**src/rtl/mips_register_file.sv**
```systemverilog
// 32 x 32-bit MIPS general-purpose register file.
// Two combinational read ports feed the ALU operands (rs, rt), and one
// clocked write port takes the writeback value. An optional write-through
// bypass forwards a same-cycle write to a matching read port. A debug port
// always shows stored contents and is never bypassed.
// $0 is hardwired to zero. $28 ($gp) and $29 ($sp) reset to their ABI
// start values, and every other register resets to zero.
module mips_register_file #(
  parameter bit          BYPASS   = 1'b1,
  parameter logic [31:0] SP_RESET = 32'h7FFF_EFFC,
  parameter logic [31:0] GP_RESET = 32'h1000_8000
) (
  input  logic        clk,
  input  logic        rst_n,
  input  logic [4:0]  read_reg1,
  input  logic [4:0]  read_reg2,
  output logic [31:0] read_data1,
  output logic [31:0] read_data2,
  input  logic        reg_write,
  input  logic [4:0]  write_reg,
  input  logic [31:0] write_data,
  input  logic [4:0]  dbg_addr,
  output logic [31:0] dbg_data
);

  localparam int DATA_W = 32;
  localparam int ADDR_W = 5;
  localparam int NREGS  = 32;

  localparam logic [ADDR_W-1:0] GP_IDX = 5'd28;
  localparam logic [ADDR_W-1:0] SP_IDX = 5'd29;

  // Architectural register storage (flip-flops) and its next state
  logic [DATA_W-1:0] regs_q [NREGS];
  logic [DATA_W-1:0] regs_d [NREGS];

  // A write is effective only when enabled and not aimed at $0
  logic wr_en;

  // Per-port bypass hits (forced low when bypass is disabled or in reset)
  logic byp_hit1;
  logic byp_hit2;

  // Reset contents of a register: $gp and $sp get their ABI start values
  function automatic logic [DATA_W-1:0] reset_value(input logic [ADDR_W-1:0] idx);
    logic [DATA_W-1:0] val;
    val = '0;
    if (idx == GP_IDX) begin
      val = GP_RESET;
    end else if (idx == SP_IDX) begin
      val = SP_RESET;
    end
    return val;
  endfunction

  // Read-port mux. $0 always reads zero, even when a write to it is pending
  function automatic logic [DATA_W-1:0] read_mux(
    input logic [ADDR_W-1:0] addr,
    input logic              hit,
    input logic [DATA_W-1:0] fwd_val,
    input logic [DATA_W-1:0] stored_val
  );
    logic [DATA_W-1:0] val;
    if (addr == '0) begin
      val = '0;
    end else if (hit) begin
      val = fwd_val;
    end else begin
      val = stored_val;
    end
    return val;
  endfunction

  assign wr_en = reg_write && (write_reg != '0);

  // Next-state: only the addressed register changes; $0 is pinned to zero
  always_comb begin
    for (int i = 0; i < NREGS; i++) begin
      regs_d[i] = regs_q[i];
      if (wr_en && (write_reg == ADDR_W'(i))) begin
        regs_d[i] = write_data;
      end
    end
    regs_d[0] = '0;
  end

  // Register update: async reset to ABI values, otherwise load next state
  always_ff @(posedge clk or negedge rst_n) begin
    if (!rst_n) begin
      for (int i = 0; i < NREGS; i++) begin
        regs_q[i] <= reset_value(ADDR_W'(i));
      end
    end else begin
      for (int i = 0; i < NREGS; i++) begin
        regs_q[i] <= regs_d[i];
      end
    end
  end

  // Bypass detection. Inside reset the pending write is ignored, so the
  // outputs show the reset contents instead of the in-flight data.
  always_comb begin
    byp_hit1 = 1'b0;
    byp_hit2 = 1'b0;
    if (BYPASS && rst_n && wr_en) begin
      byp_hit1 = (write_reg == read_reg1);
      byp_hit2 = (write_reg == read_reg2);
    end
  end

  // Combinational read ports toward the ALU, plus the unbypassed debug port
  always_comb begin
    read_data1 = read_mux(read_reg1, byp_hit1, write_data, regs_q[read_reg1]);
    read_data2 = read_mux(read_reg2, byp_hit2, write_data, regs_q[read_reg2]);
    dbg_data   = read_mux(dbg_addr, 1'b0, write_data, regs_q[dbg_addr]);
  end

endmodule

```
**config.mk**
```make
export PLATFORM = sky130hd
export DESIGN_NAME = mips_register_file
export DESIGN_NICKNAME = d
export VERILOG_FILES = /design/src/rtl/mips_register_file.sv
export SDC_FILE = /design/constraint.sdc
export NUM_CORES = 2
export LEC_CHECK = 0
export CAP_MARGIN = 20
export CORE_ASPECT_RATIO = 2
export CORE_MARGIN = 8
export CORE_UTILIZATION = 55
export DETAILED_ROUTE_END_ITERATION = 12
export GPL_TIMING_DRIVEN = 0
export PLACE_DENSITY_LB_ADDON = 0.2
export RECOVER_POWER = 50
export REMOVE_ABC_BUFFERS = 1
export SLEW_MARGIN = 5
export SYNTH_ARGS = -nofsm -noshare
export SYNTH_HDL_FRONTEND = slang
export SYNTH_SLANG_ARGS = --single-unit
```
**constraint.sdc**
```tcl
create_clock -name clk -period 3.2 [get_ports clk]
set_input_delay 0.48 -clock clk [delete_from_list [all_inputs] [get_ports clk]]
set_output_delay 0.48 -clock clk [all_outputs]
set_load 0.005 [all_outputs]
```
---- Yosys cells after proc, flatten, opt, wreduce, memory -nomap -nowiden ----
Cells that the tools add are included.
Widths: inputs -> output; s select.
storage, ports and cells
  flip-flop bits (word level) ............. 992
  output and inout bits ................... 96
cells by class
  order comparisons ....................... 3
  bitwise logic cells ..................... 3
  reduce and logical (&&, ||, !) cells .... 37
  equal/unequal tests ..................... 33
  muxes and demuxes ....................... 16
operator list
  operator            number
  $bmux 32 s5         3
  $mux 32             11
  $eq 5x5->1 const B  16
  $eq 5x4->1 const B  8
  $logic_and 1x1->1   33
  $eq 5x3->1 const B  4
  $ge 6x6->1 const B  3
  $not 5->6           3
  $logic_not 5->1     3
  $eq 5x2->1 const B  2
  $eq 5x5->1          2
  $eq 5x1->1 const B  1
  $reduce_bool 5->1   1
  $mux 1              2

---- Longest topological paths before layout ----
  word-level depth ........................ 6
  depth in mapped cells ................... 9

---- Worst setup path after synthesis ----
No wires, ideal clock.
  path kind ............................... in2out
  start point ............................. in dbg_addr[0]
  end point ............................... out dbg_data[17]
  path slack .............................. 0.346 ns
  arrival time ............................ 2.374 ns
  buffers on the path ..................... 2
  required time ........................... 2.720 ns
  stages on the path ...................... 5
  cell sequence ........................... buf_6 > clkbuf_1 > mux4_2 > mux4_2 > mux2_2
on the way
  word-level cells in the longest chain between the ends .. 5
  elaborated cells between the ends (all ways) .. 6
  those cells by class .................... mux (4); bitwise (1); reduce/logical (1)
RTL lines
  item                                        RTL line  source
  start, declared                             22        input logic [4:0] dbg_addr,
  $not 5->6 (implied by the code)             115       dbg_data = read_mux(dbg_addr, 1'b0, write_data, regs_q[dbg_addr]);
  $bmux 32 s5                                 115
  $mux 32 (implied by the code) (2 in a row)  115
  $mux 32 *                                   64        if (addr == '0) begin
  end, declared                               23        output logic [31:0] dbg_data
Every way passes the cells marked *; elsewhere a longest branch is shown, timed or not. The select of a mux whose other input is x is not followed.

---- Worst setup path after layout ----
  start point ............................. reg regs_q[977] (netlist name)
  end point ............................... out read_data2[17]
on the way
  word-level cells in the longest chain between the ends .. 5
RTL lines
  item                                        RTL line  source
  start, declared                             34        logic [DATA_W-1:0] regs_q [NREGS];
  start signal, assigned by index             91        regs_q[i] <= reset_value(ADDR_W'(i));
  start signal, assigned by index             95        regs_q[i] <= regs_d[i];
  $bmux 32 s5                                 114       read_data2 = read_mux(read_reg2, byp_hit2, write_data, regs_q[read_reg2]);
  $mux 32 (implied by the code) (2 in a row)  114
  $mux 32                                     66        end else if (hit) begin
  $mux 32                                     64
  end, declared                               18        output logic [31:0] read_data2,
Every way passes these cells. The select of a mux whose other input is x is not followed.

==> load_flow_metrics.sql <==
INSERT INTO impl_metrics (metric_group, metric, value, unit) VALUES
('sta', 'fin_crit', '3.21', 'ns'),
('clocking', 'tritoncts_clock_tree', 'yes', ''),
('setup_path', 'crit_path_max_fanout', '4', ''),
('finish', 'final_cells', '5865', ''),
('global_route', 'grt_max_degree', '158', ''),
('pwr', 'netSwitchingPower', '0.0120', 'W'),
('yosys', 'post-synth-top-count-cell', 'mux2_2', ''),
('setup_path', 'reg2reg_setup_slack', '2.21', 'ns'),
('outcome', 'violations', 'max-capacitance violations, max-slew violations, negative setup slack', ''),
('yosys', 'yosysWarnings', '0', ''),
('clocking', 'clkLatencyLatePin', '0.73', 'ns'),
('finish', 'area_growth_syn_to_layout', '19.5', '%'),
('global_route', 'grt_pass1_vias', '47400', ''),
('sta', 'final_max_slew_violation_count', '385', ''),
('place', 'routabilityCongestion', '0.785', ''),
('global_route', 'grt_first_pass_wirelength', '334000', 'um'),
('yosys', 'ys_dominant_reg_cell', 'dfrtp_1', ''),
('pwr', 'max-vdd-ir-drop', '0.000511', 'V'),
('sta', 'max_freq', '311', 'MHz'),
('pwr', 'totalPowerFinal', '0.0411', 'W'),
('yosys', 'synth_largest_type_area_fraction', '39.1', '%'),
('finish', 'finalCoreUtilization', '66.3', '%'),
('yosys', 'count_of_flip_flops_with_a_built_in_enable_after_synthesis', '0', ''),
('yosys', 'syn_avg_cell_area', '14.8', 'um^2'),
('route', 'detail_route.wirelength', '234000', 'um'),
('sta', 'fin_crit_sh', '100', '%'),
('setup_path', 'required', '2.72', 'ns'),
('clocking', 'max-clock-path-buffers', '3', ''),
('clocking', 'numCtsBuffers', '92', ''),
('floorplanning', 'boundaryPins', '151', ''),
('pwr', 'switching_share', '29.3', '%'),
('sta', 'slew-limit-headroom', '-53.5', '%'),
('global_route', 'number_of_antenna_violations_at_the_first_check_in_global_routing', '12', ''),
('clocking', 'cts_root_buffer', 'clkbuf_16', ''),
('yosys', 'area_leader_netlist', 'dfrtp_1', ''),
('setup_path', 'worst_r2r_startpoint', 'regs_q[881]', ''),
('sta', 'setup_viol', '1', ''),
('finish', 'final_layout_size_suffix_gt1_share', '58.8', '%'),
('route', 'drt_pass1_iterations', '8', ''),
('yosys', 'synth.area.top_cells', 'dfrtp_1 (39%), mux4_2 (27%), mux2_2 (22%)', ''),
('pwr', 'intPower', '0.0291', 'W'),
('setup_path', 'critPathCaptureType', 'output pin', ''),
('finish', 'top_regs', 'regs_q x992', ''),
('setup_path', 'cp-start-kind', 'register', ''),
('yosys', 'synth_async_sr_flop_share', '100', '%'),
('pwr', 'p_comb_share', '28.3', '%'),
('yosys', 'synth-seq-cells', '992', ''),
('global_route', 'track_usage', '37.9', '%'),
('sta', 'fin_skew', '0', 'ns'),
('pwr', 'powerDensity', '559', 'nW/um^2'),
('yosys', 'post_synth_instance_area', '61600', 'um^2'),
('setup_path', 'critical_setup_path_kind', 'register to output pin', ''),
('job', 'max_cap_violation_count', '11', ''),
('pwr', 'p_leak', '31.3', 'nW'),
('sta', 'worst_slew_pin_slew', '2.30', 'ns'),
('route', 'wl_per_cell', '39.8', 'um'),
('route', 'drt.antenna.violating_nets', '0', ''),
('setup_path', 'arrival', '2.73', 'ns'),
('sta', 'setup-tns-final', '-0.0114', 'ns'),
('floorplanning', 'die_w', '253', 'um'),
('clocking', 'clkSlewWorstSetupHoldPaths', '0.07', 'ns'),
('floorplanning', 'die-area', '124000', 'um^2'),
('sta', 'final_hold_viol_count', '0', ''),
('yosys', 'ys_seq_area_share', '40.4', '%'),
('route', 'via_per_inst', '7.63', ''),
('finish', 'layout.nets', '4351', ''),
('yosys', 'synth_commonest_cells', 'mux2_2 (1180), dfrtp_1 (962), mux4_2 (736), clkbuf_1 (300), nand2_1 (139)', ''),
('outcome', 'run_status', 'complete, but fails checks', ''),
('finish', 'largest_register_ff_count', '992', ''),
('place', 'place.port_buffers', '150', ''),
('sta', 'worst_slack', '-0.0114', 'ns');
==> power groups by stage <==
stage                     clock network (W)  logic [W]  registers, W
final                                0.0120     0.0117        0.0174
after global routing                 0.0125     0.0122        0.0177
after CTS                            0.0121     0.0115        0.0172
after detailed placement                  0     0.0105        0.0175
after global placement                    0     0.0116        0.0173
after floorplan                           0    0.00721        0.0167
==> cells in the final DEF (no fill, tap or decap), types with 42 or more instances in the layout <==
cell type	Yosys	final
a221oi_1	64	64
a22o_1	93	93
buf_12	0	71
buf_16	0	93
buf_4	1	121
bufbuf_16	0	42
clkbuf_16	0	97
dfrtp_1	962	962
dlygate4sd2_1	0	55
mux2_2	1180	1156
mux2i_1	68	68
mux4_2	736	736
nand2_1	139	131
nand3_1	68	52
nor2b_1	72	66
nor3_1	67	64
o211ai_1	61	61
==> cells by family (layout without fill, tap and decap cells) <==
logic type	count (synthesis)	count (layout)	share of synthesized area (%)
buffers and inverters	483	703	3.21
AOI/OAI and AO/OA	291	291	3.63
and+or+nand+nor	391	391	3.07
muxes	1984	1984	49.6
xor gates and xnor gates	10	10	0.142
other	0	7	0
DFF	992	992	40.4
==> what timing repair did <==
| item | CTS | global route |
|---|---|---|
| hold endpoints to repair | 190 | 0 |
| buffers inserted | 150 | 19 |
| cloned | 83 | 2 |
| gates resized for setup | 338 | 47 |
| pin swaps | 40 | 8 |
| endpoints found under the setup margin | 166 | 37 |
| hold buffers | 10 | 0 |
==> worst max-delay path, cell delays in order (launching register included) <==
cell and delay, ns:
dfrtp_1 0.46, mux2_2 0.21, a221oi_1 0.09, or4_1 0.56, a211o_1 0.33, nand3_1 0.12, dlygate4sd2_1 0.25
==> cell type report <==
| type | count | area, um^2 |
|---|---|---|
| diodes | 7 | 17.5 |
| clock buffers | 139 | 2770 |
| clock inverters | 30 | 439 |
| fillers | 7573 | 37400 |
| inverters | 2 | 7.51 |
| multi-input cells | 2676 | 35400 |
| flip-flops and latches | 992 | 24900 |
| well taps | 1487 | 1860 |
| repair buffers | 532 | 8280 |
==> metal layers <==
layer,GRT usage [%],routed length [um]
met1,43.0,76000
met2,61.1,112000
met3,8.94,23500
met4,30.4,21800
met5,0,21
==> metrics by stage <==
stage | setup WS, ns | hold slack [ns]
global route | -0.0186 | 0.427
finish | -0.0114 | 0.443
detailed placement | -2.30 | 0.438
CTS | -0.0479 | 0.0991
global placement | -43.59 | 0.517
floorplan | -0.113 | 0.184
==> worst max-delay path by stage <==
stage | from | cells after the start | end | slack [ns]
after floorplan | write_reg[4] | 5 | read_data1[0] | -0.11
after global placement | rst_n | 1 | regs_q[458] | -43.59
after detailed placement | rst_n | 11 | read_data2[5] | -2.30
after CTS | dbg_addr[0] | 11 | dbg_data[29] | -0.05
after global routing | regs_q[529] | 5 | read_data2[17] | -0.02
final | regs_q[977] | 6 | read_data2[17] | -0.01
Note: power is estimated with default switching activity, not from simulation.
